## src/rtl/hsi_s_rx_frame_buf.sv

```systemverilog
// hsi_s_rx_frame_buf
//   Receive frame buffer behind the slave RX control stage. Bytes of the
//   current frame are written speculatively into a circular byte RAM. At
//   frame_end the frame is either committed, which pushes a {len, flag}
//   descriptor, or rolled back and counted as a drop. The host pops committed
//   frames byte by byte with a registered (1-cycle) read.
//
// Ports
//   clk, rst            clock, asynchronous active-high reset
//   d, d_rdy            received byte and its one-cycle valid strobe
//   frame_end           one-cycle strobe closing the current frame
//   rx_flag, rx_errs    frame flag / error vector, sampled at frame_end
//   rd_en               host requests the next byte of the head frame
//   frm_avail           at least one committed frame present
//   frm_len, frm_flag   head descriptor (0 when nothing is committed)
//   rd_data, rd_valid   read byte, one cycle after an accepted rd_en
//   rd_last             with rd_valid: final byte of the frame
//   drop, drop_reason   one-cycle discard pulse and its cause
//   drop_cnt            saturating count of discarded frames
module hsi_s_rx_frame_buf #(
  parameter int ADDR_W  = 8,
  parameter int DESC_W  = 2,
  parameter int MAX_LEN = 255
) (
  input  logic       clk,
  input  logic       rst,
  input  logic [7:0] d,
  input  logic       d_rdy,
  input  logic       frame_end,
  input  logic [7:0] rx_flag,
  input  logic [5:0] rx_errs,
  input  logic       rd_en,
  output logic       frm_avail,
  output logic [7:0] frm_len,
  output logic [7:0] frm_flag,
  output logic [7:0] rd_data,
  output logic       rd_valid,
  output logic       rd_last,
  output logic       drop,
  output logic [1:0] drop_reason,
  output logic [7:0] drop_cnt
);

  localparam int              DEPTH   = 1 << ADDR_W;
  localparam int              NDESC   = 1 << DESC_W;
  localparam logic [ADDR_W:0] DEPTH_V = (ADDR_W+1)'(DEPTH);
  localparam logic [DESC_W:0] NDESC_V = (DESC_W+1)'(NDESC);
  localparam logic [7:0]      MAX_V   = 8'(MAX_LEN);

  localparam logic [1:0] RSN_ERR   = 2'd0;
  localparam logic [1:0] RSN_OVF   = 2'd1;
  localparam logic [1:0] RSN_DFULL = 2'd2;
  localparam logic [1:0] RSN_EMPTY = 2'd3;

  typedef enum logic {R_IDLE, R_BUSY} rstate_t;

  // storage
  logic [7:0] ram       [DEPTH];
  logic [7:0] desc_len  [NDESC];
  logic [7:0] desc_flag [NDESC];

  // write side
  logic [ADDR_W:0] wr_ptr, wr_tmp, rd_ptr, used, wr_tmp_nx;
  logic [7:0]      cur_len, len_nx;
  logic            ovf, ovf_now, full, byte_ok;
  logic            push, drop_c;
  logic [1:0]      rsn_c;

  // descriptor FIFO
  logic [DESC_W-1:0] dwr, drd;
  logic [DESC_W:0]   dcnt;
  logic              desc_full, pop;
  logic [7:0]        head_len;

  // read side
  rstate_t    state, state_nx;
  logic [7:0] rem, rem_nx, rem_eff;
  logic       rd_acc, rd_end;

  // ---------------------------------------------------------------------------
  // write-side decisions
  // ---------------------------------------------------------------------------
  assign used      = wr_tmp - rd_ptr;
  assign full      = (used == DEPTH_V);
  assign byte_ok   = d_rdy && !ovf && !full && (cur_len < MAX_V);
  // a byte refused this very cycle already taints a frame closing now
  assign ovf_now   = ovf || (d_rdy && !byte_ok);
  assign wr_tmp_nx = wr_tmp + {{ADDR_W{1'b0}}, byte_ok};
  assign len_nx    = cur_len + {7'd0, byte_ok};
  // a pop in the same cycle frees a slot, so a full FIFO can still take the push
  assign desc_full = (dcnt == NDESC_V);

  always_comb begin
    drop_c = 1'b0;
    rsn_c  = RSN_ERR;
    push   = 1'b0;
    if (frame_end) begin
      if (cur_len == 8'd0 && !d_rdy) begin
        drop_c = 1'b1;
        rsn_c  = RSN_EMPTY;
      end else if (rx_errs != 6'd0) begin
        drop_c = 1'b1;
        rsn_c  = RSN_ERR;
      end else if (ovf_now) begin
        drop_c = 1'b1;
        rsn_c  = RSN_OVF;
      end else if (desc_full && !pop) begin
        drop_c = 1'b1;
        rsn_c  = RSN_DFULL;
      end else begin
        push = 1'b1;
      end
    end
  end

  // ---------------------------------------------------------------------------
  // read-side FSM
  // ---------------------------------------------------------------------------
  assign frm_avail = (dcnt != '0);
  assign head_len  = desc_len[drd];
  assign frm_len   = frm_avail ? head_len       : 8'd0;
  assign frm_flag  = frm_avail ? desc_flag[drd] : 8'd0;

  // in R_IDLE the remaining count is the head length itself, so the first
  // byte of a frame can be read in the same cycle the frame becomes the head
  assign rem_eff = (state == R_IDLE) ? head_len : rem;
  assign rd_acc  = rd_en && frm_avail;
  assign rd_end  = rd_acc && (rem_eff == 8'd1);
  assign pop     = rd_end;

  always_comb begin
    state_nx = state;
    rem_nx   = rem;
    case (state)
      R_IDLE: begin
        if (frm_avail) rem_nx = head_len;
        if (rd_acc && !rd_end) begin
          state_nx = R_BUSY;
          rem_nx   = rem_eff - 8'd1;
        end
      end
      R_BUSY: begin
        if (rd_end) begin
          state_nx = R_IDLE;
          rem_nx   = 8'd0;
        end else if (rd_acc) begin
          rem_nx = rem - 8'd1;
        end
      end
      default: state_nx = R_IDLE;
    endcase
  end

  always_ff @(posedge clk or posedge rst) begin
    if (rst) begin
      state <= R_IDLE;
      rem   <= 8'd0;
    end else begin
      state <= state_nx;
      rem   <= rem_nx;
    end
  end

  // ---------------------------------------------------------------------------
  // storage writes (contents need no reset; pointers gate visibility)
  // ---------------------------------------------------------------------------
  always_ff @(posedge clk) begin
    if (byte_ok) ram[wr_tmp[ADDR_W-1:0]] <= d;
    if (push) begin
      desc_len[dwr]  <= len_nx;
      desc_flag[dwr] <= rx_flag;
    end
  end

  // ---------------------------------------------------------------------------
  // pointers, counters, registered outputs
  // ---------------------------------------------------------------------------
  always_ff @(posedge clk or posedge rst) begin
    if (rst) begin
      wr_ptr      <= '0;
      wr_tmp      <= '0;
      rd_ptr      <= '0;
      cur_len     <= 8'd0;
      ovf         <= 1'b0;
      dwr         <= '0;
      drd         <= '0;
      dcnt        <= '0;
      drop        <= 1'b0;
      drop_reason <= 2'd0;
      drop_cnt    <= 8'd0;
      rd_data     <= 8'd0;
      rd_valid    <= 1'b0;
      rd_last     <= 1'b0;
    end else begin
      if (frame_end) begin
        cur_len <= 8'd0;
        ovf     <= 1'b0;
        if (drop_c) begin
          wr_tmp <= wr_ptr;
        end else begin
          wr_tmp <= wr_tmp_nx;
          wr_ptr <= wr_tmp_nx;
        end
      end else if (byte_ok) begin
        wr_tmp  <= wr_tmp_nx;
        cur_len <= len_nx;
      end else if (d_rdy) begin
        ovf <= 1'b1;
      end

      drop <= drop_c;
      if (drop_c) begin
        drop_reason <= rsn_c;
        if (drop_cnt != 8'hFF) drop_cnt <= drop_cnt + 8'd1;
      end

      if (push) dwr <= dwr + 1'b1;
      if (pop)  drd <= drd + 1'b1;
      case ({push, pop})
        2'b10:   dcnt <= dcnt + 1'b1;
        2'b01:   dcnt <= dcnt - 1'b1;
        default: dcnt <= dcnt;
      endcase

      rd_valid <= rd_acc;
      rd_last  <= rd_end;
      if (rd_acc) begin
        rd_data <= ram[rd_ptr[ADDR_W-1:0]];
        rd_ptr  <= rd_ptr + 1'b1;
      end
    end
  end

endmodule
```

## config.mk

```make
export PLATFORM = sky130hd
export DESIGN_NAME = hsi_s_rx_frame_buf
export DESIGN_NICKNAME = d
export VERILOG_FILES = /design/src/rtl/hsi_s_rx_frame_buf.sv
export SDC_FILE = /design/constraint.sdc
export NUM_CORES = 2
export LEC_CHECK = 0
export CORE_MARGIN = 2
export CORE_UTILIZATION = 35
export DETAILED_ROUTE_END_ITERATION = 16
export HOLD_SLACK_MARGIN = 0.08
export PLACE_DENSITY = 0.57
export SKIP_LAST_GASP = 1
export SLEW_MARGIN = 40
export SYNTH_ARGS = -nofsm -noshare
export SYNTH_HDL_FRONTEND = slang
export SYNTH_SLANG_ARGS = --single-unit
```

## constraint.sdc

```tcl
create_clock -name clk -period 5.48 [get_ports clk]
set_input_delay 1.096 -clock clk [delete_from_list [all_inputs] [get_ports clk]]
set_output_delay 1.096 -clock clk [all_outputs]
set_load 0.01 [all_outputs]
```

==> run summary <==
Reg-to-Reg Start: wr_tmp[0]
P&R area growth vs syn: 14.38%
dpl ws: 1.023 ns
Worst setup EP type: register
# nets final: 4278
Final Max Tran Viols: 0
Max H-tree Level: 4
Max Cap Viol: 0
worst-path cell chain: clkinv_1 -> ha_1 -> nor2b_1 -> o2111a_1 -> nor4_1 -> a2111oi_2 -> buf_4 -> a31oi_1 -> and2_2 -> nand2_2 -> ha_1 -> inv_1 -> fa_1 -> xor2_1 -> nor2_1 -> xor2_1
cell area after synthesis: 85940 sq um
reg2reg end: dcnt[2]
FF+latch count, synth: 2185
clock power share: 33.6%
asr flop ratio synth: 3.341%
final wirelength: 206300 um
worst stage delay on the critical path: 0.55 ns
setup ws final: 1.111 ns
Syn Nets: 4067
worst skew pair latency: 0.87 ns
Die X: 499.5 um
Pint: 31.05 mW
Startpoint Class: register
top post-synthesis cells by area: edfxtp_1 (74%), mux4_2 (16%), dfrtp_1 (2.1%), nor2_1 (1.5%), mux2i_1 (0.69%)
post-route setup TNS: 0 ns
Post-synth EDFFs: 2112
Worst-path clk slew: 0.06 ns
FP Rows: 181
Syn Area/Cell: 21.39 sq um
R2R Setup Slk: 1.11 ns
Hold Fails Final Rpt: 0
sequential fraction of the synthesis area: 75.92%
clk sink count: 2185
CP Capture Point: dcnt[2]
CP max-delay cell: dfrtp_1
Post-Route Utilization: 40.34%
post-route clock period utilization: 79.73%
Top-Level Pins: 65
clock skew: 0.03821 ns
status: complete, no violations
gr usage total: 16.43%
initial antenna violation count: 6
Stages on worst setup path: 16
hold crit path type: register to register
post-synthesis instance total: 4017
Synth area leader: edfxtp_1
total power: 42.75 mW
chip height: 499.5 um
Avg WL per Cell: 27.09 um
total number of vias: 40812
Synth Warn #: 0
Pwr Density: 434.9 nW/um^2
CP bufs+invs: 3
setup violators final: 0
most frequent cells after synthesis: edfxtp_1 (2112), mux4_2 (621), nor2_1 (335)
first-pass GRT wire length: 300800 um
initial DRC count: 4185
Worst slew margin: 39.60%
Top FF cell, synth: edfxtp_1
crit path DAT: 5.15 ns
VDD IR max: 0.5064 mV
Crit path max-delay family: simple AND/OR/NAND/NOR gates
Worst Reg-to-Reg Cells: 16
First-pass DRT Iterations: 13
Gate power share: 22.8%
critical path fanouts, max: 12
PortBufs: 64
largest net degree at the start of global routing: 137
core region area: 243700 sq um
share of layout cells above drive strength 1: 26.89%
GPL Wtd Cong: 0.8055
CP startpoint: wr_tmp[0]
Slew @ Worst Pin: 0.9060 ns
Max clock buf depth: 3
clk root buf: clkbuf_16
switching part of the total: 27.37%
WP data required: 6.26 ns
Lkg Pwr: 30.52 nW
RSZ-0062 raised after global routing: false
Hold Buf Count CTS: 0
Initial Util: 35.27%
top-area cell type share of the netlist area: 73.80%
DP HPWL: 124200 um
most common cell in the synthesized netlist: edfxtp_1
max frequency: 0.2289 GHz
Psw: 11.70 mW
number of CTS-inserted buffers: 214
critical path class: register to register
post-layout minimum cycle time: 4.369 ns
antenna viol nets, final: 0
vias in the first global route: 41819
CTS tree: built
setup bufs post-CTS: 0
Die ar.: 249500 sq um
sequential power share: 43.6%
number of remaining DRC errors: 0
via count normalized by instance count: 5.357
cts repair resizes: 0
Cell variety after synth: 74
total gr overflow: 0
[metal layers]
layer	part of all wire [%]	global-route usage, %	wire [um]	vias up
li1	-	-	-	17194
met1	43	23.19	88700	21990
met2	49	26.61	100700	1349
met3	5.8	2.545	12070	279
met4	2.4	4.388	4871	0
met5	0	0	0	-
[power groups by stage]
stage	sequential (mW)	combinational, mW	clock [mW]
after floorplan	18.9	6.66	0
after global placement	19.0	9.82	0
after detailed placement	19.0	9.85	0
after CTS	18.6	9.88	14.6
after global routing	18.6	10.3	15.3
final	18.6	9.76	14.4
[registers in the layout, indices dropped and copies added, names as in the netlist, named ones only]
signal / count
drd: 2
rd_last: 1
ovf: 1
dcnt: 3
drop_reason: 2
rem: 8
desc_len: 32
cur_len: 8
wr_ptr: 9
drop: 1
dwr: 2
drop_cnt: 8
rd_data: 8
desc_flag: 32
rd_valid: 1
ram: 2048
rd_ptr: 9
wr_tmp: 9
[cell families after synthesis]
logic type                 Yosys count  share of synthesized area, %
DFF                               2185                         75.92
muxes                              694                         17.17
and+or+nand+nor                    611                         3.082
buffers and inverters              254                         1.274
AOI/OAI and AO/OA                  202                         1.724
xor gates and xnor gates            48                        0.4892
adders and majority gates           23                        0.3436
[metrics by stage]
| step | cells | cell area [sq um] | hold slack (ns) |
|---|---|---|---|
| final | 7618 | 98300 | 0.5029 |
| after global routing | 7617 | 98300 | 0.4816 |
| after CTS | 7610 | 98000 | 0.4602 |
| after detailed placement | 7208 | 91120 | 0.4963 |
| after global placement | 7203 | 90920 | 0.4912 |
| after floorplan | 4017 | 85940 | 0.4643 |
[cell usage in the layout, fill, tap and decap left out, types with 11 or more instances in the layout]
| cell type | count |
|---|---|
| clkdlybuf4s50_1 | 56 |
| xor2_1 | 19 |
| clkbuf_1 | 42 |
| a22oi_1 | 11 |
| dfrtp_1 | 69 |
| nor2b_1 | 12 |
| nand4_1 | 26 |
| a31oi_1 | 18 |
| buf_12 | 15 |
| mux4_2 | 621 |
| xnor2_1 | 29 |
| edfxtp_1 | 2112 |
| buf_4 | 122 |
| a21oi_1 | 41 |
| nand3_1 | 32 |
| and2_1 | 21 |
| nor2_1 | 286 |
| bufinv_16 | 15 |
| mux2i_1 | 59 |
| nand2_1 | 120 |
| inv_1 | 26 |
| clkbuf_16 | 215 |
| clkinv_1 | 55 |
| o21ai_0 | 19 |
| ha_1 | 22 |
| clkinv_2 | 48 |
| nor2_2 | 49 |
[cell type report]
class	instances	area [sq um]
fill	21378	145400
sequential	2185	65260
multi-input combinational	1578	19790
clock buffer	258	5552
tap	3202	4006
timing repair buffer	216	2228
clock inverter	144	1328
inverter	33	132.6
antenna	2	5.005
[worst min-delay path by stage]
stage / end / from / cells past startpoint / slack, ns
6_report: rd_ptr[7] / rd_ptr[7] / 1 / 0.50
5_1_grt: ram[157][1] / d[1] / 1 / 0.48
4_1_cts: ram[159][1] / d[1] / 1 / 0.46
3_5_place_dp: wr_ptr[1] / wr_ptr[1] / 1 / 0.50
3_3_place_gp: dcnt[0] / dcnt[0] / 1 / 0.49
2_1_floorplan: dcnt[2] / dcnt[2] / 1 / 0.46
No activity file was read; power rests on OpenSTA's default activity.
